$ cat config.mk
export PLATFORM = sky130hd
export DESIGN_NAME = data_bus_dma_flat
export DESIGN_NICKNAME = d
export VERILOG_FILES = /design/src/rtl/data_bus_dma_pkg.sv /design/src/rtl/data_bus_dma_if.sv /design/src/rtl/data_bus_dma_timeout_ctr.sv /design/src/rtl/data_bus_dma.sv /design/src/flat_wrapper.sv
export SDC_FILE = /design/constraint.sdc
export NUM_CORES = 1
export LEC_CHECK = 0
export ABC_CLOCK_PERIOD_IN_PS = 4370
export CORE_MARGIN = 4
export CORE_UTILIZATION = 53
export CTS_CLUSTER_SIZE = 10
export DETAILED_ROUTE_END_ITERATION = 12
export GPL_ROUTABILITY_DRIVEN = 0
export PLACE_DENSITY_LB_ADDON = 0.12
export SYNTH_ARGS = -nofsm -noshare
export SYNTH_HDL_FRONTEND = slang
export SYNTH_SLANG_ARGS = --single-unit
$ cat constraint.sdc
create_clock -name clk -period 4.37 [get_ports clk]
set_clock_uncertainty 0.15 [all_clocks]
set_input_delay 1.0925 -clock clk [delete_from_list [all_inputs] [get_ports clk]]
set_output_delay 1.0925 -clock clk [all_outputs]
set_load 0.005 [all_outputs]
$ cat src/rtl/data_bus_dma_pkg.sv
`default_nettype none
// ============================================================================
//  Module   : data_bus_dma_pkg
//  Purpose  : Shared types and constants for the data-bus DMA engine:
//             FSM state encoding, bus device codes and IO sub-codes, and a
//             helper that builds an IO address from a sub-code and offset.
//  Options  : DATA_BUS_DMA_FILL_EN (fill mode, see data_bus_dma)
//  Revision : 1.0  initial release
// ============================================================================
package data_bus_dma_pkg;

  typedef enum logic [2:0] {
    S_IDLE   = 3'd0,
    S_RD_REQ = 3'd1,
    S_RD_GAP = 3'd2,
    S_WR_REQ = 3'd3,
    S_WR_GAP = 3'd4,
    S_FINISH = 3'd5
  } dma_state_e;

  // Bus device codes live in address bits [15:12].
  localparam logic [3:0] DEV_MEM    = 4'h0;
  localparam logic [3:0] DEV_ONCHIP = 4'h1;
  localparam logic [3:0] DEV_IO     = 4'h2;

  // IO sub-codes live in address bits [11:8] when the device is DEV_IO.
  localparam logic [3:0] S_DEV_HEX   = 4'h0;
  localparam logic [3:0] S_DEV_SW    = 4'h1;
  localparam logic [3:0] S_DEV_LEDR  = 4'h2;
  localparam logic [3:0] S_DEV_KEY   = 4'h3;
  localparam logic [3:0] S_DEV_TIMER = 4'h4;
  localparam logic [3:0] S_DEV_PS2   = 4'h5;

  function automatic logic [15:0] io_addr(input logic [3:0] sub, input logic [7:0] off);
    return {DEV_IO, sub, off};
  endfunction

endpackage
`default_nettype wire

$ cat src/rtl/data_bus_dma_if.sv
`default_nettype none
// ============================================================================
//  Module   : data_bus_dma_if
//  Purpose  : Command and data-bus signals of the DMA engine.
//  Modports : master - the DMA engine (drives bus requests, status)
//             slave  - command issuer / bus responder side
//  Signals  : cmd_start/src/dst/len (+cmd_fill with DATA_BUS_DMA_FILL_EN),
//             busy, done, error, words_left, read_data, write_data,
//             data_addr, wr_data, rd_data, data_done
//  Revision : 1.0  initial release
// ============================================================================
interface data_bus_dma_if #(
  parameter int ADDR_W = 16
);
  logic              cmd_start;
  logic [ADDR_W-1:0] cmd_src;
  logic [ADDR_W-1:0] cmd_dst;
  logic [ADDR_W-1:0] cmd_len;
`ifdef DATA_BUS_DMA_FILL_EN
  logic              cmd_fill;
`endif
  logic              busy;
  logic              done;
  logic              error;
  logic [ADDR_W-1:0] words_left;
  logic              read_data;
  logic              write_data;
  logic [ADDR_W-1:0] data_addr;
  logic [15:0]       wr_data;
  logic [15:0]       rd_data;
  logic              data_done;

  modport master (
`ifdef DATA_BUS_DMA_FILL_EN
    input  cmd_fill,
`endif
    input  cmd_start, cmd_src, cmd_dst, cmd_len, rd_data, data_done,
    output busy, done, error, words_left, read_data, write_data,
           data_addr, wr_data
  );

  modport slave (
`ifdef DATA_BUS_DMA_FILL_EN
    output cmd_fill,
`endif
    output cmd_start, cmd_src, cmd_dst, cmd_len, rd_data, data_done,
    input  busy, done, error, words_left, read_data, write_data,
           data_addr, wr_data
  );
endinterface
`default_nettype wire

$ cat src/rtl/data_bus_dma_timeout_ctr.sv
`default_nettype none
// ============================================================================
//  Module   : dma_timeout_ctr
//  Purpose  : 8-bit request watchdog. Counts cycles while en is high;
//             expired flags the cycle whose increment reaches TIMEOUT.
//  Ports    : clk, rst (async, active high), clr, en -> expired
//  Revision : 1.0  initial release
// ============================================================================
module dma_timeout_ctr #(
  parameter int TIMEOUT = 255
) (
  input  logic clk,
  input  logic rst,
  input  logic clr,
  input  logic en,
  output logic expired
);
  logic [7:0] to_cnt;

  always_ff @(posedge clk or posedge rst) begin
    if (rst)
      to_cnt <= 8'd0;
    else if (clr)
      to_cnt <= 8'd0;
    else if (en && to_cnt != 8'(TIMEOUT))
      to_cnt <= to_cnt + 8'd1;
  end

  // Asserted on the edge that would bring the count to TIMEOUT, so the
  // request is held for exactly TIMEOUT cycles without a response.
  assign expired = en && (to_cnt == 8'(TIMEOUT - 1));
endmodule
`default_nettype wire

$ cat src/rtl/data_bus_dma.sv
`default_nettype none
// ============================================================================
//  Module   : data_bus_dma
//  Purpose  : Bus-initiator DMA. Copies cmd_len words from cmd_src to
//             cmd_dst, one read then one write per word, each followed by
//             a mandatory idle gap cycle. Aborts with error on timeout.
//  Ports    : clk, rst (async, active high), bus (data_bus_dma_if.master)
//  Options  : DATA_BUS_DMA_FILL_EN - adds cmd_fill; when set, cmd_src is a
//             constant written to every destination word (no reads).
//  Revision : 1.0  initial release
// ============================================================================
module data_bus_dma
  import data_bus_dma_pkg::*;
#(
  parameter int TIMEOUT = 255,
  parameter int ADDR_W  = 16
) (
  input  logic          clk,
  input  logic          rst,
  data_bus_dma_if.master bus
);
  dma_state_e        state;
  logic [ADDR_W-1:0] cur_src;
  logic [ADDR_W-1:0] cur_dst;
  logic [ADDR_W-1:0] cnt;
  logic [15:0]       data_reg;
  logic              error_r;
  logic              fill_mode;
  logic              start_fill;
  logic              in_req;
  logic              to_expired;

`ifdef DATA_BUS_DMA_FILL_EN
  assign start_fill = bus.cmd_fill;
`else
  assign start_fill = 1'b0;
`endif

  assign in_req = (state == S_RD_REQ) || (state == S_WR_REQ);

  // Every REQ state is entered from a non-REQ state, so holding the
  // counter clear outside REQ states gives a fresh count on each entry.
  dma_timeout_ctr #(.TIMEOUT(TIMEOUT)) u_timeout (
    .clk     (clk),
    .rst     (rst),
    .clr     (!in_req),
    .en      (in_req && !bus.data_done),
    .expired (to_expired)
  );

  always_ff @(posedge clk or posedge rst) begin
    if (rst) begin
      state     <= S_IDLE;
      cur_src   <= '0;
      cur_dst   <= '0;
      cnt       <= '0;
      data_reg  <= '0;
      error_r   <= 1'b0;
      fill_mode <= 1'b0;
    end else begin
      case (state)
        S_IDLE: begin
          if (bus.cmd_start) begin
            cur_src   <= bus.cmd_src;
            cur_dst   <= bus.cmd_dst;
            cnt       <= bus.cmd_len;
            error_r   <= 1'b0;
            fill_mode <= start_fill;
            if (start_fill)
              data_reg <= 16'(bus.cmd_src);
            if (bus.cmd_len == '0)
              state <= S_FINISH;
            else if (start_fill)
              state <= S_WR_REQ;
            else
              state <= S_RD_REQ;
          end
        end
        S_RD_REQ: begin
          if (bus.data_done) begin
            data_reg <= bus.rd_data;
            state    <= S_RD_GAP;
          end else if (to_expired) begin
            error_r <= 1'b1;
            state   <= S_FINISH;
          end
        end
        S_RD_GAP: state <= S_WR_REQ;
        S_WR_REQ: begin
          if (bus.data_done) begin
            cur_dst <= cur_dst + ADDR_W'(1);
            if (!fill_mode)
              cur_src <= cur_src + ADDR_W'(1);
            cnt   <= cnt - ADDR_W'(1);
            state <= S_WR_GAP;
          end else if (to_expired) begin
            error_r <= 1'b1;
            state   <= S_FINISH;
          end
        end
        S_WR_GAP: begin
          if (cnt == '0)
            state <= S_FINISH;
          else if (fill_mode)
            state <= S_WR_REQ;
          else
            state <= S_RD_REQ;
        end
        S_FINISH: state <= S_IDLE;
        default:  state <= S_IDLE;
      endcase
    end
  end

  // Bus outputs decode from state only, so an async reset removes a
  // pending request in the same cycle.
  assign bus.read_data  = (state == S_RD_REQ);
  assign bus.write_data = (state == S_WR_REQ);
  assign bus.data_addr  = (state == S_RD_REQ) ? cur_src :
                          (state == S_WR_REQ) ? cur_dst : '0;
  assign bus.wr_data    = (state == S_WR_REQ) ? data_reg : 16'h0000;
  assign bus.busy       = (state != S_IDLE);
  assign bus.done       = (state == S_FINISH);
  assign bus.error      = error_r;
  assign bus.words_left = cnt;
endmodule
`default_nettype wire

$ cat src/flat_wrapper.sv
// flat-port wrapper written by rule: the top's interface ports become plain ports
module data_bus_dma_flat import data_bus_dma_pkg::*;
#(
  parameter int TIMEOUT = 255,
  parameter int ADDR_W  = 16
)
  (clk, rst, bus_cmd_start, bus_cmd_src, bus_cmd_dst, bus_cmd_len, bus_rd_data, bus_data_done, bus_busy, bus_done, bus_error, bus_words_left, bus_read_data, bus_write_data, bus_data_addr, bus_wr_data);
  data_bus_dma_if #(.ADDR_W(ADDR_W)) bus_i ();
  input  logic clk;
  input  logic rst;
  input wire logic [$bits(bus_i.cmd_start)-1:0] bus_cmd_start;
  input wire logic [$bits(bus_i.cmd_src)-1:0] bus_cmd_src;
  input wire logic [$bits(bus_i.cmd_dst)-1:0] bus_cmd_dst;
  input wire logic [$bits(bus_i.cmd_len)-1:0] bus_cmd_len;
  input wire logic [$bits(bus_i.rd_data)-1:0] bus_rd_data;
  input wire logic [$bits(bus_i.data_done)-1:0] bus_data_done;
  output wire logic [$bits(bus_i.busy)-1:0] bus_busy;
  output wire logic [$bits(bus_i.done)-1:0] bus_done;
  output wire logic [$bits(bus_i.error)-1:0] bus_error;
  output wire logic [$bits(bus_i.words_left)-1:0] bus_words_left;
  output wire logic [$bits(bus_i.read_data)-1:0] bus_read_data;
  output wire logic [$bits(bus_i.write_data)-1:0] bus_write_data;
  output wire logic [$bits(bus_i.data_addr)-1:0] bus_data_addr;
  output wire logic [$bits(bus_i.wr_data)-1:0] bus_wr_data;
  assign bus_i.cmd_start = bus_cmd_start;
  assign bus_i.cmd_src = bus_cmd_src;
  assign bus_i.cmd_dst = bus_cmd_dst;
  assign bus_i.cmd_len = bus_cmd_len;
  assign bus_i.rd_data = bus_rd_data;
  assign bus_i.data_done = bus_data_done;
  assign bus_busy = bus_i.busy;
  assign bus_done = bus_i.done;
  assign bus_error = bus_i.error;
  assign bus_words_left = bus_i.words_left;
  assign bus_read_data = bus_i.read_data;
  assign bus_write_data = bus_i.write_data;
  assign bus_data_addr = bus_i.data_addr;
  assign bus_wr_data = bus_i.wr_data;
  data_bus_dma #(.TIMEOUT(TIMEOUT), .ADDR_W(ADDR_W)) u_core (.clk(clk), .rst(rst), .bus(bus_i));
endmodule
==> reports/qor.txt <==
Post-Syn Nets: 612
Post-synth ARST share: 100%
fmax: 279 MHz
vias: 4686
Worst Max-Slew Pin Slew: 0.680 ns
setup ws final: 0.786 ns
Worst Hold Depth: 1
Worst Hold End: u_core.data_reg[1]
DIE WIDTH: 102 um
CTS Buffer Depth: 2
Compound-Gate Fraction of Synth Area: 20.6%
PwrDens: 658 nW/um^2
fin. max-slew vios: 0
total CTS buffers: 9
VDD IR-drop max: 331 uV
Pwr Total: 0.00405 W
type of the most critical hold path: reg2reg
ANT nets after route: 0
critical path class: reg2out
Hold Crit Start: u_core.data_reg[1]
CP max FO: 34
metal2 WL: 6540 um
R2R depth: 7
Rel. slew slack: 54.6%
die area: 10400 sq um
Fin Setup TNS: 0 ns
R2R Path End: u_core.cur_src[14]
antenna violations before repair: 0
WL met1: 5600 um
RSZ-0062 raised after global routing: no
Top-Level Pins: 121
drt via density: 6.26
Final min period: 3.58 ns
area share of fa/ha/maj cells after synthesis: 1.34%
Mapped Cells: 539
H-tree lvl count: 3
DR DRC count: 0
library cells used by synthesis: 53
# resized after CTS: 0
layout cells sized above 1: 7.34%
Initial Util: 54.1%
largest net degree at the start of global routing: 60
FP Rows: 34
CP Data Required Time: 3.13 ns
Routed wire per std cell: 17.8 um
post-CTS setup buffers: 0
mux contribution to synthesized area: 7.49%
first-pass GRT wire length: 21300 um
DR pass1 iterations: 5
Crit path arrival time: 2.34 ns
Worst-Skew Late Latency: 0.35 ns
Sink Count: 76
Post-Syn Area: 4680 sq um
Ys Warns: 0
DRT iter0 DRCs: 340
Yosys reg bits: 76
share of the synthesized area in the top cell type: 40.7%
Area contributors post-synth: dfrtp_1 41%, a21oi_1 4.7%, mux2_2 3.9%
Place WS: 0.955 ns
prevailing post-synth register cell: dfrtp_1
hold_buf cts: 0
area delta synth->final: 31.5%
Max Cap Violations: 0
top cells by count, synth: 76 x dfrtp_1, 47 x nor2_1, 44 x a21oi_1
Final setup viols: 0
endpoint class of the critical path: output port
static leakage: 2.37 nW
r2r startpoint: u_core.state[1]
Mapped Avg Cell Area: 8.67 sq um
PortBufs: 120
total grt overflow: 0
most common cell in the netlist: dfrtp_1
top layer in use: met4
simple-gate area share of the yosys netlist: 24.5%
R2R setup slack: 1.47 ns
core area: 8640 sq um
clk slew on worst S/H paths: 0.08 ns
EDFF count, synth: 0
Final Cycle Share: 82.0%
main combinational cell family by area after synthesis: simple AND/OR/NAND/NOR gates
total wire length: 13300 um
XOR/XNOR Fraction of Synth Area: 0.562%
CTS tree: yes
Setup crit start kind: flop
status: complete, no violations
CTS Root Cell: clkbuf_8
n_diodes: 0
Hold Vio Cnt, Final: 0
metal3 WL: 934 um
vias in the first global route: 4388
number of nets in the layout: 708
Die H: 102 um
gr usage total: 25.5%
post-synth top area cell: dfrtp_1
Seq/Total Area, Yosys: 40.7%
Detailed Place HPWL: 9150 um
power by group:
part	switching (W)	internal, W	total, W
registers	0.000410	0.00102	0.00143
logic	0.000980	0.00102	0.00200
clock network	0.000279	0.000336	0.000616
total	0.00167	0.00238	0.00405
stage by stage:
stage	utilization (%)	std cells	instance area (sq um)	hold slack, ns
detailed placement	68.6	732	5930	0.338
CTS	71.2	748	6150	0.358
global route	71.2	748	6150	0.372
floorplan	-	539	4680	0.322
global placement	68.6	732	5930	0.331
finish	71.2	748	6150	0.351
per-layer routing:
metal	up-vias	track usage, %
met5	-	0
met1	2275	34.5
met3	18	4.64
met4	0	8.88
met2	179	41.3
li1	2214	-
critical path, stage by stage (launching register included):
cell and delay [ns]:
dfrtp_1 0.34, buf_4 0.35, nand3b_1 0.17, inv_2 0.41
and2_1 0.20, clkdlybuf4s50_1 0.52
cell usage in the layout (no fill, tap or decap), types with 8 or more instances in the layout:
cell,synthesis,routed
nor4_1,11,11
a2bb2oi_1,15,15
mux2_2,16,16
nor2_1,47,47
clkdlybuf4s50_1,0,120
buf_4,0,8
dfrtp_1,76,76
o21ai_0,35,35
mux2i_1,17,17
a31oi_1,8,8
nand3_1,34,34
o22ai_1,13,13
clkbuf_8,0,10
nand2_1,33,33
nand4_1,14,14
a21oi_1,44,44
inv_1,13,11
and2_1,20,20
nor3_1,10,10
final cells by class:
cell class,instances,area (sq um)
Timing Repair Buffer,129,1280
Multi-Input combinational cell,406,2560
Inverter,13,48.8
Sequential cell,76,1900
Clock buffer,10,138
Clock inverter,6,87.6
Fill cell,702,2480
Tap cell,108,135
how the worst max path moves through the flow:
stage	startpoint	to	slack, ns	cells past startpoint
3_3_place_gp	bus_cmd_start	u_core.cur_dst[0]	0.99	6
5_1_grt	u_core.state[1]	bus_wr_data[6]	0.62	5
6_report	u_core.state[1]	bus_wr_data[10]	0.79	5
2_1_floorplan	rst	u_core.bus.error	1.19	1
4_1_cts	u_core.state[1]	bus_wr_data[10]	0.73	5
3_5_place_dp	bus_cmd_start	u_core.cur_src[0]	0.95	6
kinds of logic after synthesis:
| logic type | after synthesis |
|---|---|
| xor gates and xnor gates | 3 |
| and+or+nand+nor | 213 |
| adders and majority gates | 5 |
| AOI/OAI and AO/OA | 152 |
| DFF | 76 |
| muxes | 33 |
| buffers and inverters | 57 |
Power figures use the tool's default switching activity.
